<file path="src/rtl/masked_sbox_feeder.sv">
// Front end for the masked DOM aes_sbox: shares input bytes with PRNG masks and tracks them through the S-box.
// Define SBOX_FEEDER_UNMASK_EN to add the PlainxDO debug port with the recombined output byte.
module masked_sbox_feeder #(
  parameter int SHARES  = 2,
  parameter int LATENCY = 4,
  parameter int RNDZ_W  = 22,
  parameter int RNDB_W  = 40
) (
  input  logic                         ClkxCI,
  input  logic                         RstxRI,
  input  logic [127:0]                 SeedxDI,
  input  logic                         SeedValidxSI,
  input  logic [7:0]                   InxDI,
  input  logic                         InValidxSI,
  output logic                         InReadyxSO,
  output logic [8*SHARES-1:0]          SboxXxDO,
  output logic [RNDZ_W-1:0]            RandomZxDO,
  output logic [RNDB_W-1:0]            RandomBxDO,
  input  logic [8*SHARES-1:0]          SboxQxDI,
  output logic [8*SHARES-1:0]          OutxDO,
  output logic                         OutValidxSO,
`ifdef SBOX_FEEDER_UNMASK_EN
  output logic [7:0]                   PlainxDO,
`endif
  output logic [$clog2(LATENCY+2)-1:0] InFlightxDO
);

  localparam int IFW    = $clog2(LATENCY+2);
  localparam int MASK_W = 8*(SHARES-1);

  if (SHARES < 2) begin : g_bad_shares
    $error("masked_sbox_feeder: SHARES must be at least 2");
  end
  if (MASK_W + RNDZ_W + RNDB_W > 128) begin : g_bad_rnd
    $error("masked_sbox_feeder: randomness demand exceeds 128 PRNG bits");
  end

  typedef enum logic [1:0] {UNSEEDED, RUN, DRAIN} state_e;

  state_e                state_q, state_d;
  logic [127:0]          prng_q, prng_d, prng_step;
  logic [127:0]          pend_q, pend_d;
  logic [127:0]          seed_fix, load_val;
  logic [31:0]           w0, w1, w2, w3, t;
  logic [8*SHARES-1:0]   x_q, x_d;
  logic [8*SHARES-1:0]   out_q, out_d;
  logic [LATENCY:0]      tag_q, tag_d;
  logic                  ov_q;
  logic [IFW-1:0]        infl_q, infl_d;
  logic [7:0]            mfold;
  logic                  in_ready, seed_load, adv, pend_we;
  logic                  accept, drained, tag_exit;

  assign seed_fix = (SeedxDI == 128'h0) ? 128'h1 : SeedxDI;
  assign drained  = (infl_q == '0);
  assign accept   = InValidxSI & in_ready;
  assign tag_exit = tag_q[LATENCY];

  // xorshift128, w0 in the low word
  assign w0 = prng_q[31:0];
  assign w1 = prng_q[63:32];
  assign w2 = prng_q[95:64];
  assign w3 = prng_q[127:96];
  assign t  = w0 ^ (w0 << 11);
  assign prng_step = {w3 ^ (w3 >> 19) ^ t ^ (t >> 8), w3, w2, w1};

  always_ff @(posedge ClkxCI or posedge RstxRI) begin
    if (RstxRI) state_q <= UNSEEDED;
    else        state_q <= state_d;
  end

  always_comb begin
    state_d = state_q;
    unique case (state_q)
      UNSEEDED: if (SeedValidxSI) state_d = RUN;
      RUN:      if (SeedValidxSI) state_d = DRAIN;
      DRAIN:    if (drained)      state_d = RUN;
      default:                    state_d = UNSEEDED;
    endcase
  end

  always_comb begin
    in_ready  = 1'b0;
    seed_load = 1'b0;
    adv       = 1'b0;
    pend_we   = 1'b0;
    load_val  = pend_q;
    unique case (1'b1)
      (state_q == UNSEEDED): begin
        seed_load = SeedValidxSI;
        load_val  = seed_fix;
      end
      (state_q == RUN): begin
        in_ready = 1'b1;
        adv      = 1'b1;
        pend_we  = SeedValidxSI;
      end
      (state_q == DRAIN): begin
        adv       = 1'b1;
        pend_we   = SeedValidxSI;
        seed_load = drained;
        // a seed arriving on the reload cycle wins over the older pending one
        if (SeedValidxSI) load_val = seed_fix;
      end
      default: ;
    endcase
  end

  always_comb begin
    prng_d = prng_q;
    if (seed_load) prng_d = load_val;
    else if (adv)  prng_d = prng_step;
    pend_d = pend_we ? seed_fix : pend_q;
  end

  // share 0 carries the data; idle cycles feed fresh shares of zero
  always_comb begin
    mfold = 8'h00;
    for (int s = 1; s < SHARES; s++) mfold ^= prng_d[8*(s-1) +: 8];
    x_d = '0;
    x_d[8*SHARES-1:8] = prng_d[MASK_W-1:0];
    x_d[7:0] = (accept ? InxDI : 8'h00) ^ mfold;
  end

  always_comb begin
    tag_d  = {tag_q[LATENCY-1:0], accept};
    out_d  = tag_exit ? SboxQxDI : out_q;
    infl_d = infl_q + IFW'(accept) - IFW'(ov_q);
  end

  always_ff @(posedge ClkxCI or posedge RstxRI) begin
    if (RstxRI) begin
      prng_q <= '0;
      pend_q <= '0;
      x_q    <= '0;
      tag_q  <= '0;
      out_q  <= '0;
      ov_q   <= 1'b0;
      infl_q <= '0;
    end else begin
      prng_q <= prng_d;
      pend_q <= pend_d;
      x_q    <= x_d;
      tag_q  <= tag_d;
      out_q  <= out_d;
      ov_q   <= tag_exit;
      infl_q <= infl_d;
    end
  end

`ifdef SBOX_FEEDER_UNMASK_EN
  logic [7:0] plain_q, plain_d;

  always_comb begin
    plain_d = 8'h00;
    for (int s = 0; s < SHARES; s++) plain_d ^= SboxQxDI[8*s +: 8];
    if (!tag_exit) plain_d = plain_q;
  end

  always_ff @(posedge ClkxCI or posedge RstxRI) begin
    if (RstxRI) plain_q <= 8'h00;
    else        plain_q <= plain_d;
  end

  assign PlainxDO = plain_q;
`endif

  assign InReadyxSO  = in_ready;
  assign SboxXxDO    = x_q;
  assign RandomZxDO  = prng_q[MASK_W +: RNDZ_W];
  assign RandomBxDO  = prng_q[MASK_W+RNDZ_W +: RNDB_W];
  assign OutxDO      = out_q;
  assign OutValidxSO = ov_q;
  assign InFlightxDO = infl_q;

endmodule

</file>
<file path="config.mk">
export PLATFORM = sky130hd
export DESIGN_NAME = masked_sbox_feeder
export DESIGN_NICKNAME = d
export VERILOG_FILES = /design/src/rtl/masked_sbox_feeder.sv
export SDC_FILE = /design/constraint.sdc
export NUM_CORES = 1
export LEC_CHECK = 0
export ABC_AREA = 1
export ABC_CLOCK_PERIOD_IN_PS = 12760
export CAP_MARGIN = 10
export CORE_MARGIN = 1
export CORE_UTILIZATION = 49
export CTS_BUF_LIST = sky130_fd_sc_hd__clkbuf_16
export DETAILED_ROUTE_END_ITERATION = 8
export PLACE_DENSITY = 0.77
export SYNTH_ARGS = -nofsm -noshare
export SYNTH_HDL_FRONTEND = slang
export SYNTH_SLANG_ARGS = --single-unit
</file>
<file path="constraint.sdc">
create_clock -name ClkxCI -period 12.76 [get_ports ClkxCI]
set_input_delay 1.276 -clock ClkxCI [delete_from_list [all_inputs] [get_ports ClkxCI]]
set_output_delay 1.276 -clock ClkxCI [all_outputs]
set_load 0.02 [all_outputs]
</file>
==> results of run 1 <==
critical path, stage by stage:
cell	delay, ps
sky130_fd_sc_hd__buf_4	720
sky130_fd_sc_hd__nand2_1	210
sky130_fd_sc_hd__nand2_4	620
sky130_fd_sc_hd__buf_4	630
sky130_fd_sc_hd__nor2_4	330
sky130_fd_sc_hd__buf_4	410
sky130_fd_sc_hd__a22oi_1	280
sky130_fd_sc_hd__inv_1	70
power groups by stage:
| stage | Combinational (uW) | Clock, uW | Sequential (uW) |
|---|---|---|---|
| floorplan | 1230 | 0 | 1390 |
| global placement | 1630 | 0 | 1530 |
| detailed placement | 1680 | 0 | 1530 |
| CTS | 1690 | 937 | 1520 |
| global route | 1870 | 973 | 1540 |
| finish | 1720 | 931 | 1540 |
worst min-delay path by stage:
stage,startpoint,endpoint,slack (ps),depth (start not counted)
4_1_cts,tag_q[3],tag_q[4],350,0
2_1_floorplan,tag_q[0],tag_q[1],330,0
5_1_grt,tag_q[3],tag_q[4],350,0
3_5_place_dp,tag_q[3],tag_q[4],340,0
3_3_place_gp,tag_q[0],tag_q[1],330,0
6_report,tag_q[3],tag_q[4],350,0
registers in the layout (all words and copies together) (netlist names):
register	count
InFlightxDO	3
OutValidxSO	1
OutxDO	16
SboxXxDO	15
pend_q	128
prng_q	121
state_q	2
tag_q	5
cell type report:
class,instances,area (um^2),area share
timing repair buffer,268,2660,0.133
clock inverter,23,158,0.00792
inverter,298,1130,0.0567
clock buffer,35,876,0.0440
tap,448,561,0.0282
sequential,291,7280,0.366
antenna,1,2.50,0.000126
multi-input combinational,1288,7250,0.364
Yosys cell counts, drive strengths merged:
master and n:
o21ai 444, inv 297, nand2 296, dfrtp 291, nor2 207, buf 143, o221ai 100, clkbuf 67
xnor2 48, a22oi 42, a21oi 34, xor2 34, mux2 22, nand3 19, a22o 11, a221oi 9
a211oi 8, ha 5, o22ai 5, a31oi 1, clkinv 1, fa 1, nor3 1, o31ai 1
kinds of logic after synthesis:
group	count (synthesis)
AND/OR/NAND/NOR	523
AO/OA/AOI/OAI	655
adder cells (fa/ha/maj)	6
flip-flops	291
buffers and inverters	508
multiplexers	22
XOR/XNOR	82
per-layer routing:
layer / wire [um] / track usage / vias up
met4: 2980 / 0.161 / 0
met1: 22400 / 0.435 / 7504
met5: 0 / 0 / -
li1: - / - / 7015
met3: 5800 / 0.0561 / 149
met2: 24100 / 0.462 / 993
per-stage QoR:
step | worst slack [ps] | power [uW]
final | 8460 | 4190
after global routing | 8300 | 4380
after CTS | 8630 | 4150
after detailed placement | 8110 | 3210
after global placement | 8120 | 3160
after floorplan | 3450 | 2620
placed cells by master, fill, tap and decap left out, types with 2 or more instances in the layout:
master                            count
sky130_fd_sc_hd__o221ai_1            69
sky130_fd_sc_hd__a22oi_1             23
sky130_fd_sc_hd__o221ai_2            31
sky130_fd_sc_hd__inv_6                2
sky130_fd_sc_hd__a22o_1              11
sky130_fd_sc_hd__clkdlybuf4s50_1    253
sky130_fd_sc_hd__xor2_1              34
sky130_fd_sc_hd__nand2_4              2
sky130_fd_sc_hd__o22ai_1              5
sky130_fd_sc_hd__a211oi_1             8
sky130_fd_sc_hd__o21ai_1             39
sky130_fd_sc_hd__nor2_1             205
sky130_fd_sc_hd__ha_1                 3
sky130_fd_sc_hd__clkbuf_16           35
sky130_fd_sc_hd__nand3_1             19
sky130_fd_sc_hd__inv_1              298
sky130_fd_sc_hd__mux2_2              22
sky130_fd_sc_hd__xnor2_1             48
sky130_fd_sc_hd__buf_4               14
sky130_fd_sc_hd__a21oi_1             34
sky130_fd_sc_hd__dfrtp_1            291
sky130_fd_sc_hd__o21ai_0            402
sky130_fd_sc_hd__nand2_1            294
sky130_fd_sc_hd__o21ai_2              3
sky130_fd_sc_hd__a22oi_2             19
sky130_fd_sc_hd__a221oi_1             9
sky130_fd_sc_hd__bufinv_16            2
sky130_fd_sc_hd__clkinv_2             9
sky130_fd_sc_hd__clkinv_1             8
==> reports/qor_table.md, run 1 <==
| Result | Value |
|---|---|
| Outcome | finished clean |
| CP Launch Type | input pin |
| Final HPWL from detailed placement | 38,000 um |
| Crit path from | SeedValidxSI |
| Type of the worst setup path | input pin to flip-flop |
| Arrival time of data at the critical path endpoint | 4710 ps |
| DRC violations left | 0 |
| Worst R2R Setup Slack | 9020 ps |
| Placement Rows | 67 |
| Worst vdd ir | 0.130 mV |
| Clock tree from TritonCTS | built |
| Proportion of layout cells with a drive suffix above 1 | 0.0667 |
| Routability cong. | 0.934 |
| Global-route wire length before repair | 85,100 um |
| Starting DRC count in detailed routing | 2,392 |
| Fraction of the core area covered by cells at the end of the flow | 0.591 |
| Post-synthesis register bit count | 291 |
| Average cell area after synthesis | 8.07 um^2 |
| Main combinational cell family by area after synthesis | compound AO/OA/AOI/OAI gates |
| Part of the power in combinational logic | 0.411 |
| Overall global routing resource usage | 0.311 |
| Routed Antenna Nets | 0 |
| Count of H-tree levels built during CTS | 2 |
| Post-route cell area | 19,900 um^2 |
| Sw frac | 0.411 |
| Number of cells in the finished layout apart from fillers | 2,652 |
| Final Cycle Share | 0.337 |
| Vias in the first global route | 14,600 |
| Total instance count after detailed placement | 2,593 |
| Leak | 0.00917 uW |
| Area of the die | 35,100 um^2 |
| Worst Hold Slack | 347 ps |
| Setup total negative slack | 0 ps |
| Number of nets produced by synthesis | 2,249 |
| Largest area contributor in the netlist | sky130_fd_sc_hd__dfrtp_1 |
| Path depth of the worst reg2reg path | 9 |
| Mapped Cells | 2,087 |
| Count of unique library cells instantiated by Yosys | 37 |
| Post_cts resized | 0 |
| Post-layout minimum cycle time | 4300 ps |
| Number of port buffers | 254 |
| Number of primary I/O pins | 255 |
| Sink Count | 291 |
| Critical path peak fanout | 91 |
| Startpoint of the lowest-slack register-to-register path | state_q[0] |
| Switching power | 1720 uW |
| Max clock buf depth | 3 |
| Cell internal pwr | 2460 uW |
| Simple logic cell fraction of the synthesized area | 0.119 |
| Endpoint of the worst setup timing path | prng_q[54] |
| Detailed-route vias per instance | 5.91 |
| Hold-fix buffers at CTS | 0 |
| Pin count of the biggest net entering global routing | 174 |
| Core Area | 33,700 um^2 |
| Worst clock skew | 14.3 ps |
| XOR/XNOR Fraction of Synth Area | 0.0426 |
| Type of the most critical hold path | flip-flop to flip-flop |
| Worst R2R End | prng_q[54] |
| Cell area power density | 210 nW/um^2 |
| Via count of the routed design | 15,700 |
| Warnings from Yosys | 0 |
| Number of buffers inserted to repair setup after CTS | 0 |
| Relative area change from synthesis to final layout | 18.2% |
| Buffer cell driving the clock tree root | sky130_fd_sc_hd__clkbuf_16 |
| Synth Area in Adders | 0.00490 |
| Net count, final | 2,343 |
| Cells taking the most area after synthesis | sky130_fd_sc_hd__dfrtp_1 (43%), sky130_fd_sc_hd__o21ai_0 (12%), sky130_fd_sc_hd__nand2_1 (6.6%) |
| Sequential cell fraction of total power | 0.367 |
| Fraction of synthesized area in multiplexers | 0.0147 |
| Initial antenna violation count | 0 |
| Max-capacitance violation count | 0 |
| Maximum clock rate | 232 MHz |
| Clock insertion delay at the later pin of the skew report | 520 ps |
| X dimension of the die | 187 um |
| Overall die height | 187 um |
| Drt total wl | 55,200 um |
| Final count of pins violating max slew | 0 |
| Area share of the largest cell type after synthesis | 0.432 |
| Required @ worst endpoint | 13,160 ps |
| Final count of negative-setup-slack endpoints | 0 |
| Rel. slew slack | 0.305 |
| Count of filler cells inserted in the layout | 2,958 |
| Endpoint kind of the worst setup timing path | flip-flop |
| Cell area reported after detailed placement | 18,900 um^2 |
| Clock group share of total power | 0.222 |
| Clock buffer count from CTS | 34 |
| DR pass1 iterations | 6 |
| Tightest Pin Transition | 1040 ps |
| Avg WL per Cell | 20.8 um |
| Final Hold Vio Count | 0 |
| Clk slew on worst S/H paths | 60 ps |
| Remaining global-route overflow | 0 |
| Starting density of the core | 0.500 |
| Unrepaired setup endpoints after global routing | no |
| Register area share after synthesis | 0.432 |
| Share of the synthesized area in compound gates (AO/OA/AOI/OAI) | 0.248 |
| Post-Syn Area | 16,800 um^2 |
Power figures use the tool's default switching activity.
==> run 2, diff against run 1 <==
Settings changed: ABC_CLOCK_PERIOD_IN_PS 12760 to 4400.
Clock period 12.76 ns to 4.4 ns, I/O delays scaled along.
==> reports/qor_table.md, run 2 (synthesis results as in run 1) <==
| Result | Value | vs previous |
|---|---|---|
| Outcome | finished clean |  |
| Worst vdd ir | 0.307 mV | +140% |
| DRC violations left | 0 | unchanged |
| Arrival time of data at the critical path endpoint | 3500 ps | -1210 ps |
| Number of buffers inserted to repair setup after CTS | 0 | unchanged |
| Overall global routing resource usage | 0.312 | +0.000955 |
| Worst Hold Slack | 345 ps | -2.44 ps |
| CP cell instances | inv_1 -> ha_4 -> nand2_1 -> nand2_4 -> buf_4 -> o21ai_0 -> nand3_1 |  |
| Remaining global-route overflow | 0 | unchanged |
| Via count of the routed design | 15,500 | -1.1% |
| Net count, final | 2,351 | +0.34% |
| Worst clock skew | 16.9 ps | +2.60 ps |
| Worst R2R Setup Slack | 1340 ps | -7680 ps |
| Proportion of layout cells with a drive suffix above 1 | 0.0687 | +0.00202 |
| Routed Antenna Nets | 0 | unchanged |
| Endpoint of the worst hold path | tag_q[4] |  |
| Largest Register | pend_q |  |
| Critical path peak fanout | 92 | +1.1% |
| Detailed-route vias per instance | 5.83 | -1.3% |
| Library cell contributing the largest single delay on the critical path | sky130_fd_sc_hd__buf_4 |  |
| DR pass1 iterations | 6 | unchanged |
| Count of H-tree levels built during CTS | 2 | unchanged |
| Buffer cell driving the clock tree root | sky130_fd_sc_hd__clkbuf_16 |  |
| Relative area change from synthesis to final layout | 18.2% | about the same |
| Number of cells in the finished layout apart from fillers | 2,659 | +0.26% |
| Endpoint kind of the worst setup timing path | flip-flop |  |
| Global-route wire length before repair | 85,000 um | -0.15% |
| Core Area | 33,700 um^2 | unchanged |
| Antenna diode count | 0 | -1 |
| Setup total negative slack | 0 ps | unchanged |
| Commonest non-fill, non-tap cells in the layout | sky130_fd_sc_hd__o21ai_0 (402), sky130_fd_sc_hd__inv_1 (302), sky130_fd_sc_hd__nand2_1 (294) |  |
| Leak | 0.00919 uW | +0.21% |
| Cell area power density | 602 nW/um^2 | +190% |
| Unrepaired setup endpoints after global routing | no |  |
| Total instance count after detailed placement | 2,601 | +0.31% |
| Drt total wl | 55,300 um | +0.16% |
| Placement Rows | 67 | unchanged |
| Number of flip-flops in the largest register | 128 | unchanged |
| Starting DRC count in detailed routing | 2,044 | -15% |
| Final total power | 12,000 uW | +190% |
| Post_cts resized | 0 | unchanged |
| Initial antenna violation count | 0 | unchanged |
| Rel. slew slack | 0.128 | -0.177 |
| Hold Crit Depth | 0 | unchanged |
| Final count of negative-setup-slack endpoints | 0 | unchanged |
| Post-layout minimum cycle time | 3060 ps |  |
| Most common cell after layout, fill and taps aside | sky130_fd_sc_hd__o21ai_0 |  |
| Path depth of the worst reg2reg path | 7 | -2 |
| Overall die height | 187 um | unchanged |
| CP max stage delay | 810 ps | +90 ps |
| Clock insertion delay at the later pin of the skew report | 520 ps | about the same |
| Required @ worst endpoint | 4840 ps | -8320 ps |
| Clock buffer count from CTS | 34 | unchanged |
| Area of the die | 35,100 um^2 | unchanged |
| Final Hold Vio Count | 0 | unchanged |
| Max clock buf depth | 3 | unchanged |
| Startpoint of the lowest-slack register-to-register path | state_q[0] |  |
| Crit path buffers/inverters | 2 | -2 |
| Sink Count | 291 | unchanged |
| Number of port buffers | 254 | unchanged |
| Worst R2R End | prng_q[116] |  |
| Final count of pins violating max slew | 0 | unchanged |
| Clock tree from TritonCTS | built |  |
| CP Launch Type | flip-flop |  |
| Type of the most critical hold path | flip-flop to flip-flop |  |
| Clk slew on worst S/H paths | 60 ps | about the same |
| Final Cycle Share | 0.695 |  |
| Max-capacitance violation count | 0 | unchanged |
| Maximum clock rate | 327 MHz |  |
| X dimension of the die | 187 um | unchanged |
| Hold-fix buffers at CTS | 0 | unchanged |
| Tightest Pin Transition | 1310 ps | +265 ps |
| Beginning of the worst hold path | tag_q[3] |  |
| Crit-path leading delay family | buffers and inverters |  |
| Starting density of the core | 0.500 | unchanged |
| Final HPWL from detailed placement | 38,500 um | +1.2% |
| Type of the worst setup path | flip-flop to flip-flop |  |
| Number of primary I/O pins | 255 | unchanged |
| Vias in the first global route | 14,600 | -0.034% |
| Routability cong. | 0.962 | +3.0% |
| Avg WL per Cell | 20.8 um | -0.10% |
| Pin count of the biggest net entering global routing | 149 | -14% |
run 2: how the worst max path moves through the flow:
stage                       startpoint        endpoint  slack, ps  cells after the start
after floorplan                 RstxRI  InFlightxDO[0]        100                      1
after global placement    SeedValidxSI     prng_q[116]       1370                      6
after detailed placement  SeedValidxSI     prng_q[116]       1350                      6
after CTS                   state_q[0]     prng_q[116]       1380                      7
after global routing        state_q[0]     prng_q[116]       1210                      7
final                       state_q[0]     prng_q[116]       1340                      7
run 2: layout make-up:
class                           count  area (um^2)
Fill cell                        2999        13800
Clock buffer                       35          876
Multi-Input combinational cell   1288         7250
Timing Repair Buffer              276         2730
Clock inverter                     23          103
Tap cell                          448          561
Inverter                          298         1120
Sequential cell                   291         7280
run 2: routing by layer:
layer	global-route usage	vias to the layer above	routed length, um
met5	0	-	0
met4	0.151	0	2840
met3	0.0567	135	5860
met2	0.466	920	24400
met1	0.438	7433	22200
li1	-	7006	-
run 2: per-stage QoR:
| stage | worst slack (ps) | area, um^2 | utilization |
|---|---|---|---|
| finish | 1340 | 19900 | 0.591 |
| CTS | 1380 | 19900 | 0.591 |
| global placement | 1370 | 18900 | 0.562 |
| global route | 1210 | 19900 | 0.591 |
| detailed placement | 1350 | 18900 | 0.562 |
| floorplan | 98.8 | 16900 | - |
run 2: power by group:
group	internal, uW	switching, uW	total (uW)	leakage [uW]
registers	3460	1010	4470	0.00349
logic	2130	2830	4960	0.00518
clock network	1430	1140	2570	0.000517
total	7030	4980	12000	0.00919
